**src/rtl/npu_pkg.sv**
```systemverilog
// npu_pkg: shared state type and sizes for the partial-sum accumulation buffer.
package npu_pkg;
    typedef enum logic [1:0] {S_IDLE, S_CLEAR, S_DRAIN} psum_state_e;
    localparam int PSUM_DEPTH  = 132;
    localparam int PSUM_DATA_W = 24;
    localparam int PSUM_OUT_W  = 8;
    localparam int PSUM_ADDR_W = 8;
endpackage

```
**src/rtl/psum_accum_buf_if.sv**
```systemverilog
// psum_accum_buf_if: pixel write port, drain stream and status of the partial-sum buffer.
interface psum_accum_buf_if #(
    parameter int DATA_W = npu_pkg::PSUM_DATA_W,
    parameter int OUT_W  = npu_pkg::PSUM_OUT_W,
    parameter int ADDR_W = npu_pkg::PSUM_ADDR_W
);
    logic                     clear;
    logic                     ce;
    logic                     in_valid;
    logic [ADDR_W-1:0]        in_addr;
    logic signed [DATA_W-1:0] in_data;
    logic                     out_start;
    logic                     out_valid;
    logic                     out_ready;
    logic [OUT_W-1:0]         out_data;
    logic                     out_last;
    logic                     drain_done;
    logic                     busy;
    logic                     ovf;
    logic                     err;
    modport master (
        output clear, ce, in_valid, in_addr, in_data, out_start, out_ready,
        input  out_valid, out_data, out_last, drain_done, busy, ovf, err
    );
    modport slave (
        input  clear, ce, in_valid, in_addr, in_data, out_start, out_ready,
        output out_valid, out_data, out_last, drain_done, busy, ovf, err
    );
endinterface

```
**src/rtl/psum_relu_q.sv**
```systemverilog
// psum_relu_q: ReLU then quantise to OUT_W bits; PSUM_SAT_EN clamps instead of truncating.
module psum_relu_q #(
    parameter int DATA_W = 24,
    parameter int OUT_W  = 8
) (
    input  logic signed [DATA_W-1:0] x_i,
    output logic [OUT_W-1:0]         y_o
);
`ifdef PSUM_SAT_EN
    assign y_o = x_i[DATA_W-1] ? '0 : (|x_i[DATA_W-2:OUT_W]) ? '1 : x_i[OUT_W-1:0];
`else
    logic unused_hi;
    assign unused_hi = |x_i[DATA_W-2:OUT_W];
    assign y_o = x_i[DATA_W-1] ? '0 : x_i[OUT_W-1:0];
`endif
endmodule

```
**src/rtl/psum_accum_buf.sv**
```systemverilog
// psum_accum_buf: partial-sum buffer with saturating accumulate, self-clearing sweep and ReLU drain stream.
// Build option PSUM_SAT_EN (see psum_relu_q) selects output clamping over truncation.
module psum_accum_buf
    import npu_pkg::*;
#(
    parameter int DATA_W = PSUM_DATA_W,
    parameter int OUT_W  = PSUM_OUT_W,
    parameter int DEPTH  = PSUM_DEPTH,
    parameter int ADDR_W = PSUM_ADDR_W
) (
    input logic             clk,
    input logic             rst,
    psum_accum_buf_if.slave bus
);
    localparam logic [ADDR_W:0]          DEPTH_X = (ADDR_W+1)'(DEPTH);
    localparam logic [ADDR_W-1:0]        LAST    = ADDR_W'(DEPTH - 1);
    localparam logic signed [DATA_W-1:0] MAX_V   = {1'b0, {(DATA_W-1){1'b1}}};
    localparam logic signed [DATA_W-1:0] MIN_V   = {1'b1, {(DATA_W-1){1'b0}}};

    psum_state_e              state_q, state_d;
    logic [ADDR_W-1:0]        idx_q, idx_d, waddr;
    logic                     ovf_q, ovf_d, err_q, err_d, done_q, done_d;
    logic                     we, in_ok, sat, hs;
    logic signed [DATA_W-1:0] mem_q [DEPTH];
    logic signed [DATA_W-1:0] cur, acc, wdata;
    logic signed [DATA_W:0]   sum;
    logic [OUT_W-1:0]         qv;

    assign in_ok = {1'b0, bus.in_addr} < DEPTH_X;
    assign cur   = mem_q[bus.in_addr];
    assign sum   = {cur[DATA_W-1], cur} + {bus.in_data[DATA_W-1], bus.in_data};
    assign sat   = sum[DATA_W] ^ sum[DATA_W-1];
    assign acc   = sat ? (sum[DATA_W] ? MIN_V : MAX_V) : sum[DATA_W-1:0];
    assign hs    = bus.out_valid & bus.out_ready;

    always_comb begin
        state_d = state_q;
        idx_d   = idx_q;
        done_d  = 1'b0;
        ovf_d   = ovf_q;
        err_d   = err_q | (bus.in_valid & (~in_ok | (state_q != S_IDLE)));
        we      = 1'b0;
        waddr   = bus.in_addr;
        wdata   = bus.ce ? acc : bus.in_data;
        case (state_q)
            S_CLEAR: begin
                we      = 1'b1;
                waddr   = idx_q;
                wdata   = '0;
                state_d = (idx_q == LAST) ? S_IDLE : S_CLEAR;
                idx_d   = (idx_q == LAST) ? '0 : idx_q + 1'b1;
            end
            S_IDLE: begin
                we      = bus.in_valid & in_ok;
                ovf_d   = ovf_q | (we & bus.ce & sat);
                state_d = bus.out_start ? S_DRAIN : S_IDLE;
                idx_d   = '0;
            end
            S_DRAIN: begin
                state_d = (hs && idx_q == LAST) ? S_IDLE : S_DRAIN;
                done_d  = hs && idx_q == LAST;
                idx_d   = hs ? ((idx_q == LAST) ? '0 : idx_q + 1'b1) : idx_q;
            end
            default: state_d = S_CLEAR;
        endcase
        // clear wins over every other transition, including a final drain handshake
        if (bus.clear) begin
            state_d = S_CLEAR;
            idx_d   = '0;
            done_d  = 1'b0;
            ovf_d   = 1'b0;
            err_d   = 1'b0;
        end
    end

    always_ff @(posedge clk) begin
        if (rst) begin
            state_q <= S_CLEAR;
            idx_q   <= '0;
            ovf_q   <= 1'b0;
            err_q   <= 1'b0;
            done_q  <= 1'b0;
        end else begin
            state_q <= state_d;
            idx_q   <= idx_d;
            ovf_q   <= ovf_d;
            err_q   <= err_d;
            done_q  <= done_d;
        end
    end

    always_ff @(posedge clk) begin
        if (we && !rst) mem_q[waddr] <= wdata;
    end

    psum_relu_q #(.DATA_W(DATA_W), .OUT_W(OUT_W)) u_q (.x_i(mem_q[idx_q]), .y_o(qv));

    assign bus.out_valid  = state_q == S_DRAIN;
    assign bus.out_data   = bus.out_valid ? qv : '0;
    assign bus.out_last   = bus.out_valid && idx_q == LAST;
    assign bus.drain_done = done_q;
    assign bus.busy       = state_q != S_IDLE;
    assign bus.ovf        = ovf_q;
    assign bus.err        = err_q;
endmodule

```
**src/flat_wrapper.sv**
```systemverilog
// flat-port wrapper written by rule: the top's interface ports become plain ports
module psum_accum_buf_flat import npu_pkg::*;
#(
    parameter int DATA_W = PSUM_DATA_W,
    parameter int OUT_W  = PSUM_OUT_W,
    parameter int DEPTH  = PSUM_DEPTH,
    parameter int ADDR_W = PSUM_ADDR_W
)
  (clk, rst, bus_clear, bus_ce, bus_in_valid, bus_in_addr, bus_in_data, bus_out_start, bus_out_ready, bus_out_valid, bus_out_data, bus_out_last, bus_drain_done, bus_busy, bus_ovf, bus_err);
  psum_accum_buf_if #(.DATA_W(DATA_W), .OUT_W(OUT_W), .ADDR_W(ADDR_W)) bus_i ();
  input logic clk;
  input logic rst;
  input wire logic [$bits(bus_i.clear)-1:0] bus_clear;
  input wire logic [$bits(bus_i.ce)-1:0] bus_ce;
  input wire logic [$bits(bus_i.in_valid)-1:0] bus_in_valid;
  input wire logic [$bits(bus_i.in_addr)-1:0] bus_in_addr;
  input wire logic [$bits(bus_i.in_data)-1:0] bus_in_data;
  input wire logic [$bits(bus_i.out_start)-1:0] bus_out_start;
  input wire logic [$bits(bus_i.out_ready)-1:0] bus_out_ready;
  output wire logic [$bits(bus_i.out_valid)-1:0] bus_out_valid;
  output wire logic [$bits(bus_i.out_data)-1:0] bus_out_data;
  output wire logic [$bits(bus_i.out_last)-1:0] bus_out_last;
  output wire logic [$bits(bus_i.drain_done)-1:0] bus_drain_done;
  output wire logic [$bits(bus_i.busy)-1:0] bus_busy;
  output wire logic [$bits(bus_i.ovf)-1:0] bus_ovf;
  output wire logic [$bits(bus_i.err)-1:0] bus_err;
  assign bus_i.clear = bus_clear;
  assign bus_i.ce = bus_ce;
  assign bus_i.in_valid = bus_in_valid;
  assign bus_i.in_addr = bus_in_addr;
  assign bus_i.in_data = bus_in_data;
  assign bus_i.out_start = bus_out_start;
  assign bus_i.out_ready = bus_out_ready;
  assign bus_out_valid = bus_i.out_valid;
  assign bus_out_data = bus_i.out_data;
  assign bus_out_last = bus_i.out_last;
  assign bus_drain_done = bus_i.drain_done;
  assign bus_busy = bus_i.busy;
  assign bus_ovf = bus_i.ovf;
  assign bus_err = bus_i.err;
  psum_accum_buf #(.DATA_W(DATA_W), .OUT_W(OUT_W), .DEPTH(DEPTH), .ADDR_W(ADDR_W)) u_core (.clk(clk), .rst(rst), .bus(bus_i));
endmodule
```
**config.mk**
```make
export PLATFORM = sky130hd
export DESIGN_NAME = psum_accum_buf_flat
export DESIGN_NICKNAME = d
export VERILOG_FILES = /design/src/rtl/npu_pkg.sv /design/src/rtl/psum_accum_buf_if.sv /design/src/rtl/psum_relu_q.sv /design/src/rtl/psum_accum_buf.sv /design/src/flat_wrapper.sv
export SDC_FILE = /design/constraint.sdc
export NUM_CORES = 2
export LEC_CHECK = 0
export ABC_CLOCK_PERIOD_IN_PS = 12600
export CORE_MARGIN = 5
export CORE_UTILIZATION = 50
export CTS_CLUSTER_DIAMETER = 200
export DETAILED_ROUTE_END_ITERATION = 12
export PLACE_DENSITY = 0.68
export SYNTH_ARGS = -nofsm -noshare
export SYNTH_HDL_FRONTEND = slang
export SYNTH_SLANG_ARGS = --single-unit
```
**constraint.sdc**
```tcl
create_clock -name clk -period 12.6 [get_ports clk]
set_clock_uncertainty 0.05 [all_clocks]
set_input_delay 1.26 -clock clk [delete_from_list [all_inputs] [get_ports clk]]
set_output_delay 1.26 -clock clk [all_outputs]
set_load 0.1 [all_outputs]
```
### Word-level counts from Yosys, hierarchy flattened

Memories as Yosys holds them, arrays and structs flattened. A register that Yosys moved wholly into a read port is not among the register bits.
Index checks and enable logic that the tools add are counted.

* bits in registers: 13
* bits in writable memories: 3168
* output and inout bits: 14
* logic and storage cells: 53
* memories kept: 1

* add/subtract/negate cells: 2
* $lt $le $gt $ge: 1
* equality and inequality tests: 4
* mux-type cells: 19
* bitwise logic cells: 11
* reduce and logical (&&, ||, !) cells: 10

Memories
* u_core.mem_q: words 132, width 24, rd ports 2, clocked after memory_dff 1, write ports 1, RTL line psum_accum_buf.sv:24 `logic signed [DATA_W-1:0] mem_q [DEPTH];`

Operator list (number)
* $mux 24: 4
* $mux 8: 7
* $add 24x24->25: 1
* $pmux 8 s3: 1
* $add 8x1->8 const B: 1
* $eq 8x8->1 const B: 1
* $lt 8x8->1 const B: 1
* $pmux 2 s3: 1
* $and 1x1->1: 5
* $mux 2: 2
* $logic_and 1x1->1: 3
* $mux 1: 3
* $or 1x1->1: 3
* $reduce_bool 3->1: 1
* $reduce_or 3->1: 1
* $eq 2x1->1 const B: 1
* $eq 2x2->1 const B: 1
* $logic_not 2->1: 1
* $ne 2x2->1 const B: 1
* $not 1->1: 2
* $pmux 1 s2: 1
* $reduce_and 2->1: 1
* $reduce_bool 2->1: 1
* $reduce_or 2->1: 1
* other kinds (2): 2

### Logic depth before layout (Yosys ltp)

* word-level depth: 6
* depth in mapped cells: 22

### Modules after synthesis

A second synthesis with hierarchy kept.

* cell total of the unflattened synthesis: 6899
* area total of the unflattened synthesis: 148283.5 um2

By module, submodules not included
* psum_accum_buf: times used 1, cells each 6891, area each 148233.4 um2
* psum_relu_q: times used 1, cells each 8, area each 50.0 um2

### Worst setup path after synthesis

Ideal clock, no wire load.

* path type: input-to-reg
* start: in bus_in_addr[1]
* end: mem u_core.mem_q[0][14] (data pin)
* setup time: 1356 ps
* data arrival time: 11285 ps
* data required time: 11194 ps
* path slack: -91 ps
* cell stages on the path: 18
* cell sequence: buf_2 buf_2 buf_2 clkbuf_1 mux4_2 mux4_2 a221oi_2 o21ai_1 o22a_1 ha_1 fa_1 a211oi_1 o21ai_0 nor2_1 o311ai_0 o41ai_1 mux2i_1 a311oi_1

* word-level cells in the longest chain between the ends: 6

Ends and longest elaborated chain
* from (decl): RTL line flat_wrapper.sv:16 `input wire logic [$bits(bus_i.in_addr)-1:0] bus_in_addr;`
* $mem_v2 132x24 *
* $add 24x24->25 *: RTL line psum_accum_buf.sv:31 `assign sum = {cur[DATA_W-1], cur} + {bus.in_data[DATA_W-1], bus.in_data};`
* $mux 24 / $xor 1x1->1 (equally long branches): RTL line psum_accum_buf.sv:33, psum_accum_buf.sv:32
* $mux 24 *: RTL line psum_accum_buf.sv:33 `assign acc = sat ? (sum[DATA_W] ? MIN_V : MAX_V) : sum[DATA_W-1:0];`
* $mux 24 *: RTL line psum_accum_buf.sv:44 `wdata = bus.ce ? acc : bus.in_data;`
* $mux 24 *: RTL line psum_accum_buf.sv:45 `case (state_q)`
* named net u_core.wdata[14]: RTL line psum_accum_buf.sv:25 `logic signed [DATA_W-1:0] cur, acc, wdata;`
* to (decl): RTL line psum_accum_buf.sv:24

Mark *: on every way through the listed nets, which the timed path passes. The rest lies on a longest branch.

### Worst setup path in the final report

* start: in bus_in_addr[1]
* end: mem u_core.mem_q[113][10] (data pin)

The elaborated chain is that of the path after synthesis.

==> results by stage <==
STA:
- The pin slew with the least headroom to its limit is 1.518 ns.
- The part of the cycle the worst path needs is 0.7337.
- The total negative setup slack is 0 ns.
- Derived from the worst setup path, the maximum achievable clock frequency is 0.1082 GHz.
- The number of pins exceeding their max-slew limit in the final report came to 8.
- The shortest period the worst path allows is 9.244 ns.
- The relative max-transition margin is -0.01849.
- Setup repair after global routing left no endpoint under its margin.
- The number of failing hold endpoints at the final stage is 0.
- Setup violations remaining at the end of the flow were counted as 0.

Yosys:
- Yosys mapped the design onto 71 distinct sky130hd cell types.
- Among all flip-flop cells after synthesis, the most frequent one is sky130_fd_sc_hd__edfxtp_1.
- Synthesis produced a netlist with a net count of 6047.
- The instance count of the mapped netlist is 5982.
- Of the total synthesized cell area, the portion taken by XOR and XNOR cells is 0.001381.
- The number of flip-flops and latches in the synthesized netlist is 3189.
- Yosys printed 0 warnings.
- The number of enable flip-flop cells after synthesis is 3168.
- After synthesis, the largest family of logic cells by area is multiplexers.
- Measured against the total synthesized area, the mux share comes to 0.2241.
- Of the total synthesized cell area, the portion taken by full adders, half adders and majority gates is 0.002500.
- The summed instance area of the synthesized netlist is 133200 um^2.
- The sequential element share of the synthesized area is 0.7176.
- The synthesized area divided by synthesized cell count is 22.26 um^2.
- In the synthesized netlist the async set-or-reset flop fraction comes to 0.
- The share of the synthesized area in compound gates (AO/OA/AOI/OAI) is 0.02164.
- The simple-gate area share of the yosys netlist is 0.01777.

Setup path:
- The critical path's most frequent cell is sky130_fd_sc_hd__buf_4.
- The data required time of the worst path is 13.10 ns.
- Of all nets on the critical path, the largest fanout is 89.
- In this run the critical register-to-register path is launched from u_core.mem_q[95][18].
- For flop-to-flop paths, the worst setup slack is 4.80 ns.
- Following the worst setup path forward leads to its endpoint at u_core.mem_q[113][10].
- The worst setup path is launched from an input port.
- The type of element capturing the critical path is a flip-flop.
- Data arrives at the worst endpoint at 9.75 ns.
- The launching instance or port of the critical path is bus_in_addr[1].
- The length in cells of the worst reg-to-reg path is 16.
- The cell with the largest stage delay on the worst path is sky130_fd_sc_hd__a211oi_4.
- On the worst path, the slowest cell contributes a delay of 0.75 ns.
- The category of the critical setup timing path is in -> reg.
- The worst register-to-register path ends at u_core.mem_q[113][10].
- The signal on the critical path passes through buf_8 > buf_12 > buf_4 > mux4_2 > mux4_2 > a22oi_1 > nand2_1 > a21oi_1 > o21ai_0 > ha_1 > o21ai_0 > nor4_1 > o31a_1 > o211ai_2 > a41o_1 > a41o_2 > a211oi_4 > buf_4 > buf_4.

CTS:
- Clock-pin slew was measured on the worst setup and hold paths at 0.06 ns.
- The root cell of the clock tree is sky130_fd_sc_hd__clkbuf_16.
- The post-CTS resize count is 0.
- The number of clock sinks is 3189.
- At the later pin of the worst-skew pair, clock insertion delay measures 0.96 ns.
- The longest clock path from root to sink contains 4 buffers.
- The clock tree from TritonCTS is built.
- CTS built an H-tree with a depth of 5.
- The number of buffers inserted by post-CTS setup repair is 0.
- The clock buffer count from CTS is 333.
- The quantity of hold-fixing buffers added after cts is 0.

Die:
- In this run the core area contains 189 standard-cell rows.
- For this design the top-level I/O count stands at 53.
- The die covers 276700 um^2.
- The die span in x is 526.0 um.
- The die is 526.0 um tall.
- For this configuration, the core starts out at a cell density of 0.5023.
- The core region is 265100 um^2.

Global routing:
- For this run, the total global-route usage over all layers was measured as 0.2770.
- Summed over all layers, the global routing overflow is 0.
- The number of antenna violations at the first check in global routing is 15.
- The via count of the first global-routing pass was 68659.
- The pin count of the biggest net entering global routing is 133.
- The first global-routing pass estimated 538100 um of wire.

Layout:
- The top cell types in the final layout, fill and taps aside, are sky130_fd_sc_hd__edfxtp_1 (3168), sky130_fd_sc_hd__mux4_2 (1260), sky130_fd_sc_hd__clkbuf_16 (338).
- In the final layout, the share of cells above drive strength 1 is 0.3399.
- The library cell used most frequently in the layout, excluding fill and tap cells, is sky130_fd_sc_hd__edfxtp_1.
- The net count of the finished layout is 6321.
- The area growth from synthesis to layout is 12.87%.

Placed design:
- The final weighted congestion in routability-driven placement is 0.9716.
- During placement, the flow inserted port buffers numbering 52.
- The detailed placer's ending HPWL is 221100 um.

Detailed routing:
- The number of search-and-repair iterations in the first detailed-routing pass is 8.
- The detailed-route wire length is 387300 um.
- The detail route stage leaves a number of antenna-violating nets equal to 0.
- The detailed-route wire length per cell is 38.55 um.
- The number of remaining DRC errors is 0.
- The via count of the routed design is 69996.
- In this run, the number of DRC markers left after iteration 0 of detailed routing was 10412.
- Dividing the detail-routed via count by the number of cells gives 6.968.

Run:
- The number of violations of the max-capacitance limit is 2.

Power and ir drop:
- The total power after layout is 22.32 mW.
- The leakage component of the power is 46.82 nW.
- The power density of the placed cells is 148.5 nW/um^2.
- The highest ir drop seen on vdd is 147.6 uV.

Outcome:
- The run finished, with violations left.
- The final reports fail on max-capacitance violations, max-slew violations.

Hold path:
- The tightest min-delay check is of the reg -> reg type.
metal layers:
metal  part of all wire  track usage
met5                  0            0
met4              0.046       0.1072
met3               0.12      0.07384
met2               0.46       0.4203
met1               0.37       0.3896
kinds of logic after synthesis:
family,count (synthesis)
xor+xnor,21
simple gates,532
compound gates,411
flops,3189
fa+ha+maj,26
mux,1402
buf+inv,401
worst min path at each step:
stage	endpoint	from	depth (start not counted)	slack, ns
after global routing	u_core.bus.err	u_core.bus.err	2	0.51
after global placement	u_core.bus.err	u_core.bus.err	2	0.40
after detailed placement	u_core.bus.err	u_core.bus.err	2	0.45
final	u_core.bus.err	u_core.bus.err	2	0.46
after floorplan	flip-flop	u_core.idx_q[7]	2	0.49
after CTS	u_core.bus.err	u_core.bus.err	2	0.46
worst max-delay path, delay by kind of cell:
kind	cells	cell delay, ns
AOI/OAI and AO/OA	9	3.16
adders and majority gates	1	0.38
buffers and inverters	5	2.77
muxes	2	0.92
and+or+nand+nor	2	0.59
power by group:
group / switching [mW] / leakage (nW) / internal [mW] / total [mW]
logic: 0.677 / 11.9 / 0.495 / 1.17
clock network: 4.00 / 5.14 / 5.65 / 9.65
registers: 0.00969 / 29.7 / 11.5 / 11.5
total: 4.69 / 46.8 / 17.6 / 22.3
synth_stat cells, types with 22 or more instances:
| master | instances | area [um^2] |
|---|---|---|
| sky130_fd_sc_hd__o22ai_1 | 41 | 256.5 |
| sky130_fd_sc_hd__ha_1 | 25 | 312.8 |
| sky130_fd_sc_hd__buf_6 | 22 | 247.7 |
| sky130_fd_sc_hd__nor3_1 | 36 | 180.2 |
| sky130_fd_sc_hd__buf_2 | 133 | 665.6 |
| sky130_fd_sc_hd__a21oi_1 | 70 | 350.3 |
| sky130_fd_sc_hd__nor2b_1 | 33 | 206.5 |
| sky130_fd_sc_hd__clkbuf_1 | 147 | 551.8 |
| sky130_fd_sc_hd__a22oi_1 | 78 | 585.6 |
| sky130_fd_sc_hd__a211oi_1 | 47 | 352.8 |
| sky130_fd_sc_hd__buf_1 | 36 | 135.1 |
| sky130_fd_sc_hd__nand2_1 | 122 | 457.9 |
| sky130_fd_sc_hd__edfxtp_1 | 3168 | 95130 |
| sky130_fd_sc_hd__nor2_1 | 244 | 915.9 |
| sky130_fd_sc_hd__o21ai_0 | 46 | 230.2 |
| sky130_fd_sc_hd__nand3_1 | 23 | 115.1 |
| sky130_fd_sc_hd__mux2i_1 | 112 | 1121 |
| sky130_fd_sc_hd__buf_4 | 43 | 322.8 |
| sky130_fd_sc_hd__o221ai_1 | 22 | 192.7 |
| sky130_fd_sc_hd__mux4_2 | 1260 | 28380 |
| sky130_fd_sc_hd__mux2_2 | 30 | 337.8 |
flip-flops by register name, summed over array words and instances (netlist names), named ones only:
| signal | cells |
|---|---|
| u_core.state_q | 2 |
| u_core.bus.drain_done | 1 |
| u_core.bus.ovf | 1 |
| u_core.mem_q | 3168 |
| u_core.bus.err | 1 |
| u_core.idx_q | 8 |
through the flow:
stage	cells	setup slack, ns	hold WS, ns	util	instance area [um^2]
final	10046	3.356	0.4597	0.5669	150300
after global routing	10038	3.084	0.5079	0.5668	150300
after CTS	10037	3.713	0.4638	0.5668	150300
after floorplan	5982	0.3745	0.4935	-	133200
after global placement	9454	2.938	0.4008	0.5271	139700
after detailed placement	9454	2.769	0.4464	0.5271	139700
final cells by class:
type                            instances  area (um^2)
Timing Repair Buffer                  320         2730
Clock buffer                          404         8716
Fill cell                           18935       114800
Sequential cell                      3189        95570
Clock inverter                        179         1815
Antenna cell                            9        22.52
Inverter                               20        76.32
Tap cell                             3533         4420
Multi-Input combinational cell       2392        36940
Power figures use the tool's default switching activity.
